<file path="config.mk">
export PLATFORM = sky130hd
export DESIGN_NAME = isa_addr_fifo_gated
export DESIGN_NICKNAME = d
export VERILOG_FILES = /design/src/rtl/isa_addr_fifo_gated.sv
export SDC_FILE = /design/constraint.sdc
export NUM_CORES = 2
export LEC_CHECK = 0
export CAP_MARGIN = 20
export CORE_UTILIZATION = 30
export DETAILED_ROUTE_END_ITERATION = 7
export PLACE_DENSITY_LB_ADDON = 0.1
export SYNTH_ARGS = -nofsm -noshare
export SYNTH_HDL_FRONTEND = slang
export SYNTH_SLANG_ARGS = --single-unit
</file>
<file path="constraint.sdc">
create_clock -name clk -period 9.31 [get_ports clk]
set_input_delay 2.793 -clock clk [delete_from_list [all_inputs] [get_ports clk]]
set_output_delay 2.793 -clock clk [all_outputs]
set_load 0.005 [all_outputs]
</file>
<file path="src/rtl/isa_addr_fifo_gated.sv">
// Wide-in / narrow-out address FIFO, words leave MSB slice first.
// Define ISA_FIFO_BUSY_GATE_EN to hold off pops after busy-page words.
module isa_addr_fifo_gated #(
  parameter int          OUT_W      = 32,
  parameter int          RATIO      = 4,
  parameter int          DEPTH      = 16,
  parameter int          HOLD       = 2,
  parameter logic [19:0] BUSY_PAGE0 = 20'h02001,
  parameter logic [19:0] BUSY_PAGE1 = 20'h02002
) (
  input  logic                                clk,
  input  logic                                rst,
  input  logic [OUT_W*RATIO-1:0]              din,
  input  logic                                wr_en,
  input  logic                                tx_ready,
  output logic [OUT_W-1:0]                    dout,
  output logic                                valid,
  output logic                                full,
  output logic                                empty,
  output logic [$clog2(DEPTH*RATIO):0]        level,
  output logic                                overflow
);

  localparam int IN_W  = OUT_W * RATIO;
  localparam int PTR_W = $clog2(DEPTH);
  localparam int SL_W  = $clog2(RATIO);
  localparam int ENT_W = PTR_W + 1;
  localparam int LVL_W = $clog2(DEPTH * RATIO) + 1;

  logic [IN_W-1:0]  mem_q [DEPTH];
  logic [PTR_W-1:0] wr_ptr_q, wr_ptr_d;
  logic [PTR_W-1:0] rd_ptr_q, rd_ptr_d;
  logic [SL_W-1:0]  slice_q, slice_d;
  logic [ENT_W-1:0] ent_q, ent_d;
  logic [LVL_W-1:0] level_q, level_d;
  logic             full_q, full_d;
  logic             empty_q, empty_d;
  logic             valid_q, valid_d;
  logic             ovf_q, ovf_d;
  logic [OUT_W-1:0] dout_q, dout_d;

  logic             stall;
  logic             rd_go;
  logic             last_pop;
  logic             wr_acc;
  logic [IN_W-1:0]  rd_word;

`ifdef ISA_FIFO_BUSY_GATE_EN
  logic [3:0] hold_q, hold_d;
  logic       busy_hit;

  always_comb begin
    busy_hit = valid_q &
      ((dout_q[OUT_W-1 -: 20] == BUSY_PAGE0) |
       (dout_q[OUT_W-1 -: 20] == BUSY_PAGE1));
    hold_d = hold_q;
    if (busy_hit)
      hold_d = HOLD[3:0];
    else if (hold_q != 4'd0)
      hold_d = hold_q - 4'd1;
    stall = busy_hit | (hold_q != 4'd0);
  end

  always_ff @(posedge clk) begin
    if (rst) hold_q <= '0;
    else     hold_q <= hold_d;
  end
`else
  logic unused_cfg;
  assign unused_cfg = ^{BUSY_PAGE0, BUSY_PAGE1, HOLD[3:0]};
  assign stall      = 1'b0;
`endif

  always_comb begin
    rd_go    = ~empty_q & tx_ready & ~stall;
    last_pop = rd_go & (slice_q == SL_W'(RATIO - 1));
    // A full FIFO still takes a write when the head entry frees this cycle
    wr_acc   = wr_en & (~full_q | last_pop);
    rd_word  = mem_q[rd_ptr_q];

    wr_ptr_d = wr_acc   ? wr_ptr_q + PTR_W'(1) : wr_ptr_q;
    rd_ptr_d = last_pop ? rd_ptr_q + PTR_W'(1) : rd_ptr_q;

    slice_d = slice_q;
    if (last_pop)
      slice_d = '0;
    else if (rd_go)
      slice_d = slice_q + SL_W'(1);

    ent_d = ent_q;
    if (wr_acc)   ent_d = ent_d + ENT_W'(1);
    if (last_pop) ent_d = ent_d - ENT_W'(1);

    level_d = level_q;
    if (wr_acc) level_d = level_d + LVL_W'(RATIO);
    if (rd_go)  level_d = level_d - LVL_W'(1);

    full_d  = (ent_d == ENT_W'(DEPTH));
    empty_d = (level_d == '0);
    valid_d = rd_go;
    dout_d  = rd_go ?
      rd_word[IN_W-1 - int'(slice_q)*OUT_W -: OUT_W] : dout_q;
    ovf_d   = ovf_q | (wr_en & ~wr_acc);
  end

  always_ff @(posedge clk) begin
    if (!rst && wr_acc)
      mem_q[wr_ptr_q] <= din;
  end

  always_ff @(posedge clk) begin
    if (rst) begin
      wr_ptr_q <= '0;
      rd_ptr_q <= '0;
      slice_q  <= '0;
      ent_q    <= '0;
      level_q  <= '0;
      full_q   <= 1'b0;
      empty_q  <= 1'b1;
      valid_q  <= 1'b0;
      ovf_q    <= 1'b0;
      dout_q   <= '0;
    end else begin
      wr_ptr_q <= wr_ptr_d;
      rd_ptr_q <= rd_ptr_d;
      slice_q  <= slice_d;
      ent_q    <= ent_d;
      level_q  <= level_d;
      full_q   <= full_d;
      empty_q  <= empty_d;
      valid_q  <= valid_d;
      ovf_q    <= ovf_d;
      dout_q   <= dout_d;
    end
  end

  assign dout     = dout_q;
  assign valid    = valid_q;
  assign full     = full_q;
  assign empty    = empty_q;
  assign level    = level_q;
  assign overflow = ovf_q;

endmodule

</file>
==> run_results.csv <==
group,metric,value,unit
run_status,outcome,"completed",
power,internal-power,15800,uW
synth,synth_nets,3861,
timing,slew_headroom,24.6,%
floorplanning,core_area,268000,um^2
job,max_cap_viol_count,0,
drt,wl,240000,um
timing,min_period,6.24,ns
setup_path,path_class,"input port to register",
setup_path,worst_r2r_path_depth,7,
floorplanning,ioPinCount,175,
clocking,cts_tree,"done",
timing,finalSetupViolCount,0,
timing,setup_tns,0,ns
clocking,post_cts_buffers,0,
synth,ys_ff_latch,2110,
synth,yosysSeqAreaShare,77.6,%
drt,wire_per_inst,31.0,um
drt,first_pass_iters,5,
setup_path,cp_max_fo,36,
synth,synth_top_area_cell,"edfxtp_1",
global_routing,overflow,0,
synth,synth_top_area_share,76.1,%
power,power,20300,uW
clocking,clkSlewWorstSetupHoldPaths,0.06,ns
synth,synth_most_common_cell,"edfxtp_1",
power,pwr-share-comb,4.3,%
floorplanning,design.die.area,272000,um^2
global_routing,grt_pass1_vias,40200,
setup_path,reg2reg_to,"mem_q[3][8]",
synth,netlist_area,80800,um^2
power,switching_share,22.1,%
finish,syn_to_final_growth,16.7,%
timing,timing.final.hold_violations,0,
clocking,cts_resized,0,
global_routing,grt_antenna_before_repair,30,
power,power.switching,4490,uW
synth,synth_area_per_cell,21.7,um^2
setup_path,critPathArrivalTime,6.70,ns
global_routing,grt_start_max_net_pins,115,
global_routing,grt_util_all_layers,17.7,%
power,seqPwrFrac,52.4,%
placed_design,dpl.hpwl,134000,um
placed_design,pre_cts_slack,2.21,ns
setup_path,reg2reg_slack,4.98,ns
hold_path,hold_depth,2,
drt,drtIter0Drc,3035,
finish,fillCellCount,24700,
finish,fin_util,35.2,%
clocking,hold_buffers,0,
synth,ys_dominant_reg_cell,"edfxtp_1",
clocking,htreeDepth,4,
timing,timing.final.ws_setup,3.07,ns
finish,finalNetCount,4141,
clocking,cts_root_buf,"clkbuf_16",
setup_path,r2r_start,"slice_q[1]",
drt,ant_nets,0,
setup_path,end_kind,"register",
timing,rsz0062_at_grt,"false",
synth,yosys_warnings,0,
power,powerDensity,216,nW/um^2
power,p_leak,0.0282,uW
timing,slew_viol_final,0,
clocking,cts_sinks,2110,
timing,worstMarginPinSlew,1.13,ns
synth,netlist_instances,3719,
synth,synth_top_cells_by_area,"edfxtp_1 76%, mux4_2 12%, mux2i_1 2.9%, dfxtp_1 1.5%, nor2_1 0.66%",
timing,clock_skew,0.0553,ns
drt,vias,38900,
finish,drive_gt1_share,21.5,%
placed_design,place_inst,7319,
hold_path,hp-start,"rd_ptr_q[1]",
hold_path,hp-class,"register to register",
floorplanning,fp.dieW,521,um
floorplanning,initial_utilization,30.2,%
setup_path,startpoint_type,"input port",
setup_path,worstPathRequired,9.77,ns
timing,fin_crit_sh,67.1,%
timing,max_freq,0.160,GHz
synth,synth_edf_count,2048,
clocking,numCtsBuffers,229,
placed_design,port_buffers,174,
floorplanning,rows,190,
clocking,cts_buffer_depth,3,
drt,post-route-drc-count,0,
power,power.share.clock,43.3,%
floorplanning,die-height,521,um
power,ir_drop,0.000176,V
synth,async_flop_share,0,%
global_routing,grt_first_pass_wirelength,336000,um
synth,synthTopCellsByCount,"2,048 x edfxtp_1, 441 x mux4_2, 234 x mux2i_1",
placed_design,gp_congestion,0.735,
finish,finalNonFillerCells,7753,
clocking,clkLatencyLatePin,0.86,ns
synth,synth.distinct_cells,70,
drt,viasPerCell,5.01,
[routing by layer]
metal	vias up	global-route usage, %	wire length [um]	share of wire, %
met5	-	0	40	0.017
met4	6	3.21	3810	1.6
met3	284	2.69	9910	4.1
met2	825	29.0	116000	48
met1	21400	24.9	110000	46
li1	16300	-	-	-
[through the flow]
step                hold WS [ns]  area, um^2
CTS                        0.497       94300
finish                     0.495       94400
global route               0.536       94300
detailed placement         0.487       87000
floorplan                  0.461       80800
global placement           0.504       87000
[placed cells by master (no fill, tap or decap), types with 8 or more instances in the layout]
cell type	instances
o22a_1	10
clkinv_1	51
mux4_2	441
o22ai_1	67
o221ai_1	50
and2_1	16
o21ai_0	11
a211oi_1	16
a31oi_1	11
clkbuf_16	231
o31ai_1	18
a21oi_1	58
buf_12	24
inv_1	10
bufinv_16	15
nand2_1	69
a311oi_1	15
ha_1	10
clkdlybuf4s50_1	174
diode_2	12
buf_4	54
a221oi_2	18
nand3_1	16
clkinv_2	43
xor2_1	8
mux2i_1	234
xnor2_1	13
nor2_4	14
a22oi_1	29
o21bai_1	9
nor2_1	129
dfxtp_1	57
and3_1	10
edfxtp_1	2048
clkbuf_1	54
nor3_1	12
[critical path, cell delays in order]
cell             delay [ns]
clkdlybuf4s50_1        0.65
nand3b_1               0.32
a21boi_1               0.94
nand2_1                0.44
nor2_4                 0.24
buf_4                  0.50
buf_4                  0.72
[logic make-up after synthesis]
family	synth area share, %
AOI/OAI and AO/OA	3.36
and+or+nand+nor	1.76
muxes	15.5
xor gates and xnor gates	0.228
buffers and inverters	1.45
adders and majority gates	0.155
DFF	77.6
[sequential cells by signal, indices dropped and copies added (netlist names), named ones only]
signal,flops
level,7
full,1
empty,1
ent_q,5
wr_ptr_q,4
mem_q,2048
overflow,1
dout,32
slice_q,2
rd_ptr_q,4
valid,1
[power groups by stage]
| stage | sequential (uW) | combinational [uW] | clock, uW |
|---|---|---|---|
| after floorplan | 10800 | 334 | 0 |
| after global placement | 10900 | 891 | 0 |
| after detailed placement | 10900 | 895 | 0 |
| after CTS | 10700 | 898 | 9070 |
| after global routing | 10700 | 936 | 9390 |
| final | 10700 | 873 | 8810 |
[worst max-delay path by stage]
stage                   from             end  cells after the start
floorplan           tx_ready    mem_q[12][0]                      6
global placement    tx_ready   mem_q[13][72]                      6
detailed placement  tx_ready    mem_q[3][91]                      7
CTS                 tx_ready  mem_q[13][123]                      6
global route        tx_ready    mem_q[3][90]                      7
finish              tx_ready     mem_q[3][8]                      7
[cell type report]
cell class                      count  area [um^2]  area share (%)
Multi-Input combinational cell   1391        17100            18.2
Clock inverter                    131         1220            1.29
Inverter                           13         57.6          0.0610
Antenna cell                       12         30.0          0.0318
Timing Repair Buffer              254         2670            2.83
Clock buffer                      290         6050            6.41
Sequential cell                  2110        62800            66.5
Tap cell                         3552         4440            4.71
Power figures use the tool's default switching activity.
